**src/rtl/uart_alu_interface.sv**
```systemverilog
// rtl/uart_alu_interface.sv - frames RX FIFO bytes into ALU operands and pushes the ALU result to the TX FIFO
module uart_alu_interface #(
   parameter int NB_DATA = 8,
   parameter int NB_OP   = 6
) (
   input  logic               i_clk,
   input  logic               i_reset,
   input  logic               i_fiforx_empty,
   input  logic [NB_DATA-1:0] i_fiforx_data,
   output logic               o_fiforx_read,
   input  logic               i_fifotx_full,
   output logic               o_fifotx_write,
   output logic [NB_DATA-1:0] o_fifotx_data,
   output logic [NB_DATA-1:0] o_alu_a,
   output logic [NB_DATA-1:0] o_alu_b,
   output logic [NB_OP-1:0]   o_alu_op,
   input  logic [NB_DATA-1:0] i_alu_result,
   output logic               o_busy
);

   localparam logic [2:0] S_A    = 3'd0;
   localparam logic [2:0] S_B    = 3'd1;
   localparam logic [2:0] S_OP   = 3'd2;
   localparam logic [2:0] S_EXEC = 3'd3;
   localparam logic [2:0] S_SEND = 3'd4;

   logic [2:0]         state;
   logic [2:0]         state_next;
   logic [NB_DATA-1:0] a_reg;
   logic [NB_DATA-1:0] b_reg;
   logic [NB_OP-1:0]   op_reg;
   logic [NB_DATA-1:0] result_reg;
   logic               rx_phase;
   logic               rx_pop;
   logic               tx_push;

   // Handshake strobes depend only on state and the FIFO flags, so a pop or
   // push can never be issued against an empty or full FIFO.
   always_comb begin
      rx_phase = (state == S_A) || (state == S_B) || (state == S_OP);
      rx_pop   = rx_phase && !i_fiforx_empty;
      tx_push  = (state == S_SEND) && !i_fifotx_full;
   end

   // Next-state logic: each receive state advances only on a pop, EXEC always
   // advances, SEND waits for TX room.
   always_comb begin
      state_next = state;
      case (state)
         S_A:     if (rx_pop)  state_next = S_B;
         S_B:     if (rx_pop)  state_next = S_OP;
         S_OP:    if (rx_pop)  state_next = S_EXEC;
         S_EXEC:               state_next = S_SEND;
         S_SEND:  if (tx_push) state_next = S_A;
         default:              state_next = S_A;
      endcase
   end

   // State register; reset abandons any partially collected frame.
   always_ff @(posedge i_clk) begin
      if (i_reset) begin
         state <= S_A;
      end else begin
         state <= state_next;
      end
   end

   // Operand/opcode capture on the pop cycle of the matching state; the
   // opcode byte keeps only its low NB_OP bits.
   always_ff @(posedge i_clk) begin
      if (i_reset) begin
         a_reg  <= '0;
         b_reg  <= '0;
         op_reg <= '0;
      end else if (rx_pop) begin
         case (state)
            S_A:     a_reg  <= i_fiforx_data;
            S_B:     b_reg  <= i_fiforx_data;
            S_OP:    op_reg <= i_fiforx_data[NB_OP-1:0];
            default: ;
         endcase
      end
   end

   // Result capture after the ALU has had the EXEC cycle to settle; held
   // through SEND so the pushed byte stays stable across TX stalls.
   always_ff @(posedge i_clk) begin
      if (i_reset) begin
         result_reg <= '0;
      end else if (state == S_EXEC) begin
         result_reg <= i_alu_result;
      end
   end

   // Output wiring: registers drive the ALU and TX data directly.
   always_comb begin
      o_fiforx_read  = rx_pop;
      o_fifotx_write = tx_push;
      o_fifotx_data  = result_reg;
      o_alu_a        = a_reg;
      o_alu_b        = b_reg;
      o_alu_op       = op_reg;
      o_busy         = (state != S_A);
   end

endmodule

```
**config.mk**
```make
export PLATFORM = sky130hd
export DESIGN_NAME = uart_alu_interface
export DESIGN_NICKNAME = d
export VERILOG_FILES = /design/src/rtl/uart_alu_interface.sv
export SDC_FILE = /design/constraint.sdc
export NUM_CORES = 1
export LEC_CHECK = 0
export ABC_AREA = 0
export BUFFER_PORTS_ARGS = -buffer_cell sky130_fd_sc_hd__clkbuf_2
export CAP_MARGIN = 20
export CORE_MARGIN = 4
export CORE_UTILIZATION = 52
export DETAILED_ROUTE_END_ITERATION = 8
export PLACE_DENSITY_LB_ADDON = 0.1
export SLEW_MARGIN = 10
export SYNTH_ARGS = -nofsm -noshare
export SYNTH_HDL_FRONTEND = slang
export SYNTH_SLANG_ARGS = --single-unit
```
**constraint.sdc**
```tcl
create_clock -name i_clk -period 3.9 [get_ports i_clk]
set_input_delay 0.78 -clock i_clk [delete_from_list [all_inputs] [get_ports i_clk]]
set_output_delay 0.78 -clock i_clk [all_outputs]
set_load 0.005 [all_outputs]
```
Word level (Yosys, flattened, before mapping)
Cells that the tools add are included.
{ "op_classes": {"n_mux": 5, "eq_ne": 8, "n_reduce_logical": 12} }
{ "op_table": {"columns": ["cell", "n"], "rows": [
  ["one-hot mux 3 bit (5 select lines)", 1],
  ["two-way mux 3 bit", 4],
  ["inequality test 2 bit, second input constant", 4],
  ["equality test 3 x 2 -> 1 bit, second input constant", 2],
  ["AND reduction 2 bit", 3],
  ["AND reduction 4 bit", 1],
  ["equality test 3 x 1 -> 1 bit, second input constant", 1],
  ["equality test 3 bit, second input constant", 1],
  ["logical NOT 3 bit", 1],
  ["nonzero test 3 bit", 1],
  ["logical AND 1 bit", 2],
  ["logical NOT 1 bit", 2],
  ["logical OR 1 bit", 2]
]} }
{ "totals": {"regBits": 33, "out_inout_bits": 33} }

Longest topological paths before layout
{ "depth": {"depth_word": 6, "mapped_depth": 4, "depth_no_buf": 2} }

Worst setup path after synthesis
No wires, ideal clock.
{ "synth_timing": {"kind": "input port to output port", "startpoint": "in i_fifotx_full", "endpoint": "out o_fifotx_write", "path_slack_ns": 2.051, "required_ns": 3.120, "arrival_ns": 1.069, "n_path_buf": 0, "cell_stages": 1, "path_cell_list": "nor4b_1"} }
{ "synth_via": {"elab_chain_cells": 2} }
{ "synth_lines": {"columns": ["element", "line_no", "text"], "rows": [
  ["from (decl)", "11", "input logic i_fifotx_full,"],
  ["logical NOT 1 bit", "42", "tx_push = (state == S_SEND) && !i_fifotx_full;"],
  ["logical AND 1 bit", "42", null],
  ["to (decl)", "12", "output logic o_fifotx_write,"]
]} }
Every way passes these cells.

Worst setup path in the final report
{ "layout_timing": {"startpoint": "reg state[2]", "endpoint": "out o_fifotx_write"} }
{ "layout_via": {"elab_chain_cells": 2} }
{ "layout_lines": {"columns": ["element", "line_no", "text"], "rows": [
  ["from (decl)", "27", "logic [2:0] state;"],
  ["from (signal assigned)", "64", "state <= state_next;"],
  ["equality test 3 bit", "42", null],
  ["logical AND 1 bit", "42", null]
]} }
Every way passes these cells.

==> run metrics <==
total CTS buffers=5; Post-DRT Antenna Nets=0; I/O pin count=53; clk_skew=between 0.008 and 0.009 ns; Final Hold Fails=0; VDD IR-drop max=around 330 uV; RSZ-0062 raised after global routing=false; Final TNS setup=0 ns; Buf/Inv on CP=1; power density cells=around 370 mW/mm^2; Mapped Area=0.00146 mm^2; first-pass GRT wire length=~4400 um; die span in y=61.0 um; Synth Warn #=0; Place WS=1.79 ns; Critical R2R Launch=state[1]$_SDFFE_PP0P_; vias in the first global route=1057; post-synthesis sequential area ratio=0.453; setup bufs post-CTS=0; gr usage total=0.162; # DRC=0; core area=0.00257 mm^2; fmax=478 MHz; DR vias=1099; total power=around 650 uW; Final Critical Period=approximately 2.1 ns; Worst Setup End Kind=output port; grt total ovfl=0; crit-path cells=nor4b_1 > clkbuf_2; run status=completed; # port buffers=52; commonest cells after routing, fill and taps aside=clkbuf_2, nand2b_1, dfxtp_1; r2r setup slk=2.35 ns; crit path max fanout=10; cell area after placement=approximately 0.0017 mm^2; Max-Cap Viols=0; H-Tree Depth=2; DP HPWL=between 2000 and 2500 um; CP Launch Type=register; Synth Instances=135; post-cts sizing count=0; die width=61.0 um; Worst Path Class, Setup=reg -> out; Tcrit/Tclk final=0.536; initial detailed-routing violation count=66; routed len/inst=about 13 um; largest net degree at the start of global routing=50; clk_lat worst skew=0.33 ns; Post-Layout Inst Area=0.00176 mm^2; row cnt=18; Slew Limit Fails=0; Setup WS post-layout=1.81 ns; Hold Crit Depth=2; die area=0.00372 mm^2; Clock Path Buffers=2; fillers=227; delay-heaviest family, CP=flip-flops; CP required=3.12 ns; slew margin rel.=0.490; # setup viols final=0; crit path from=state[2]$_SDFFE_PP0P_; vias per cell=~5.1; R2R depth=2; Worst-Margin Slew=0.759 ns; Clock Pin Slew Worst Setup and Hold Paths=roughly 0.10 ns; Lkg Pwr=0.851 nW; Netlist cell types=19; Synth Register Bits=33; Post-Syn Nets=155; Layout area overhead=20.4%; Hold Buf Count CTS=0; Root Driver=clkbuf_4; clock sink count=33; antenna violations before repair=0; Worst Hold Class=reg -> reg; Hold Crit Start=o_alu_op[4]$_SDFFE_PP0P_; Final GP Congestion=0.683; worst r2r dst=o_alu_op[3]$_SDFFE_PP0P_; # diodes=0; critical path arrival=between 1 and 1.5 ns; post-layout util=0.684; final WL=2820 um; fin nets=203; WHS Endpoint=o_alu_op[4]$_SDFFE_PP0P_; initial core utilization=0.568; slowest CP cell=dfxtp_1; CTS tree=yes; most common cell after layout, fill and taps aside=clkbuf_2; Max stage delay on crit path=0.55 ns; syn avg cell area=10.8 um^2; layout cells sized above 1=0.337; 1st-pass router iterations=4
## synth_stat cells
cell type,count,share of area
mux2i_1,30,0.21
dfxtp_1,33,0.45
o21ba_1,1,0.0069
buf_4,1,0.0051
or4b_1,1,0.0069
or3_1,1,0.0043
or3b_1,1,0.0060
and3b_1,1,0.0060
or2_0,1,0.0043
nor4b_1,1,0.0060
a211oi_1,3,0.015
nor4_4,1,0.015
buf_2,2,0.0069
nor4bb_1,1,0.0069
clkbuf_1,5,0.013
buf_6,3,0.023
nand3b_1,1,0.0051
nand2b_1,47,0.20
or4b_4,1,0.0094
## layout make-up
cell class,instances,area [um^2],area share
timing repair buffer,52,260,0.148
clock inverter,1,5.00,0.00285
sequential,33,661,0.376
tap,30,37.5,0.0214
clock buffer,7,65.1,0.0370
multi-input combinational,91,728,0.415
## per-layer routing
layer | vias to the layer above | share of wire | track usage
li1 | 551 | - | -
met1 | 513 | 0.41 | 0.183
met2 | 31 | 0.50 | 0.276
met3 | 4 | 0.075 | 0.0745
met4 | 0 | 0.0096 | 0.0464
met5 | - | 0 | 0
## tightest hold or removal path: cells and delay by family (launching register included)
family,cells,cell delay [ns]
and+or+nand+nor,1,0.06
muxes,1,0.06
DFF,1,0.32
## cells by family (layout without fill, tap and decap cells)
family,after synthesis,count (layout),share of synthesized area
buf+inv,11,60,0.0480
flops,33,33,0.453
mux,30,30,0.206
simple gates,57,57,0.271
compound gates,4,4,0.0223
## report_power, final
part	total (mW)	leakage, nW	internal (mW)	switching [mW]
registers	0.361	0.268	0.350	0.0108
clock network	0.216	0.0413	0.104	0.112
logic	0.0728	0.541	0.0408	0.0320
## worst max path at each step
stage	slack, ns	endpoint	cells after the start
3_3_place_gp	1.85	o_fiforx_read	3
2_1_floorplan	2.05	o_fifotx_write	1
4_1_cts	1.79	o_fiforx_read	3
3_5_place_dp	1.79	o_fiforx_read	3
6_report	1.81	o_fifotx_write	2
5_1_grt	1.64	o_fifotx_write	2
## registers in the layout, summed over array words and instances, names as in the netlist
| signal | cells |
|---|---|
| o_alu_a | 8 |
| o_alu_b | 8 |
| o_fifotx_data | 8 |
| o_alu_op | 6 |
| state | 3 |
## stage by stage
step                      hold WS, ns  instances
after floorplan                 0.465        135
after CTS                       0.483        214
after detailed placement        0.467        206
final                           0.482        214
after global routing            0.503        214
after global placement          0.458        206
(Power assumes the default switching activity.)
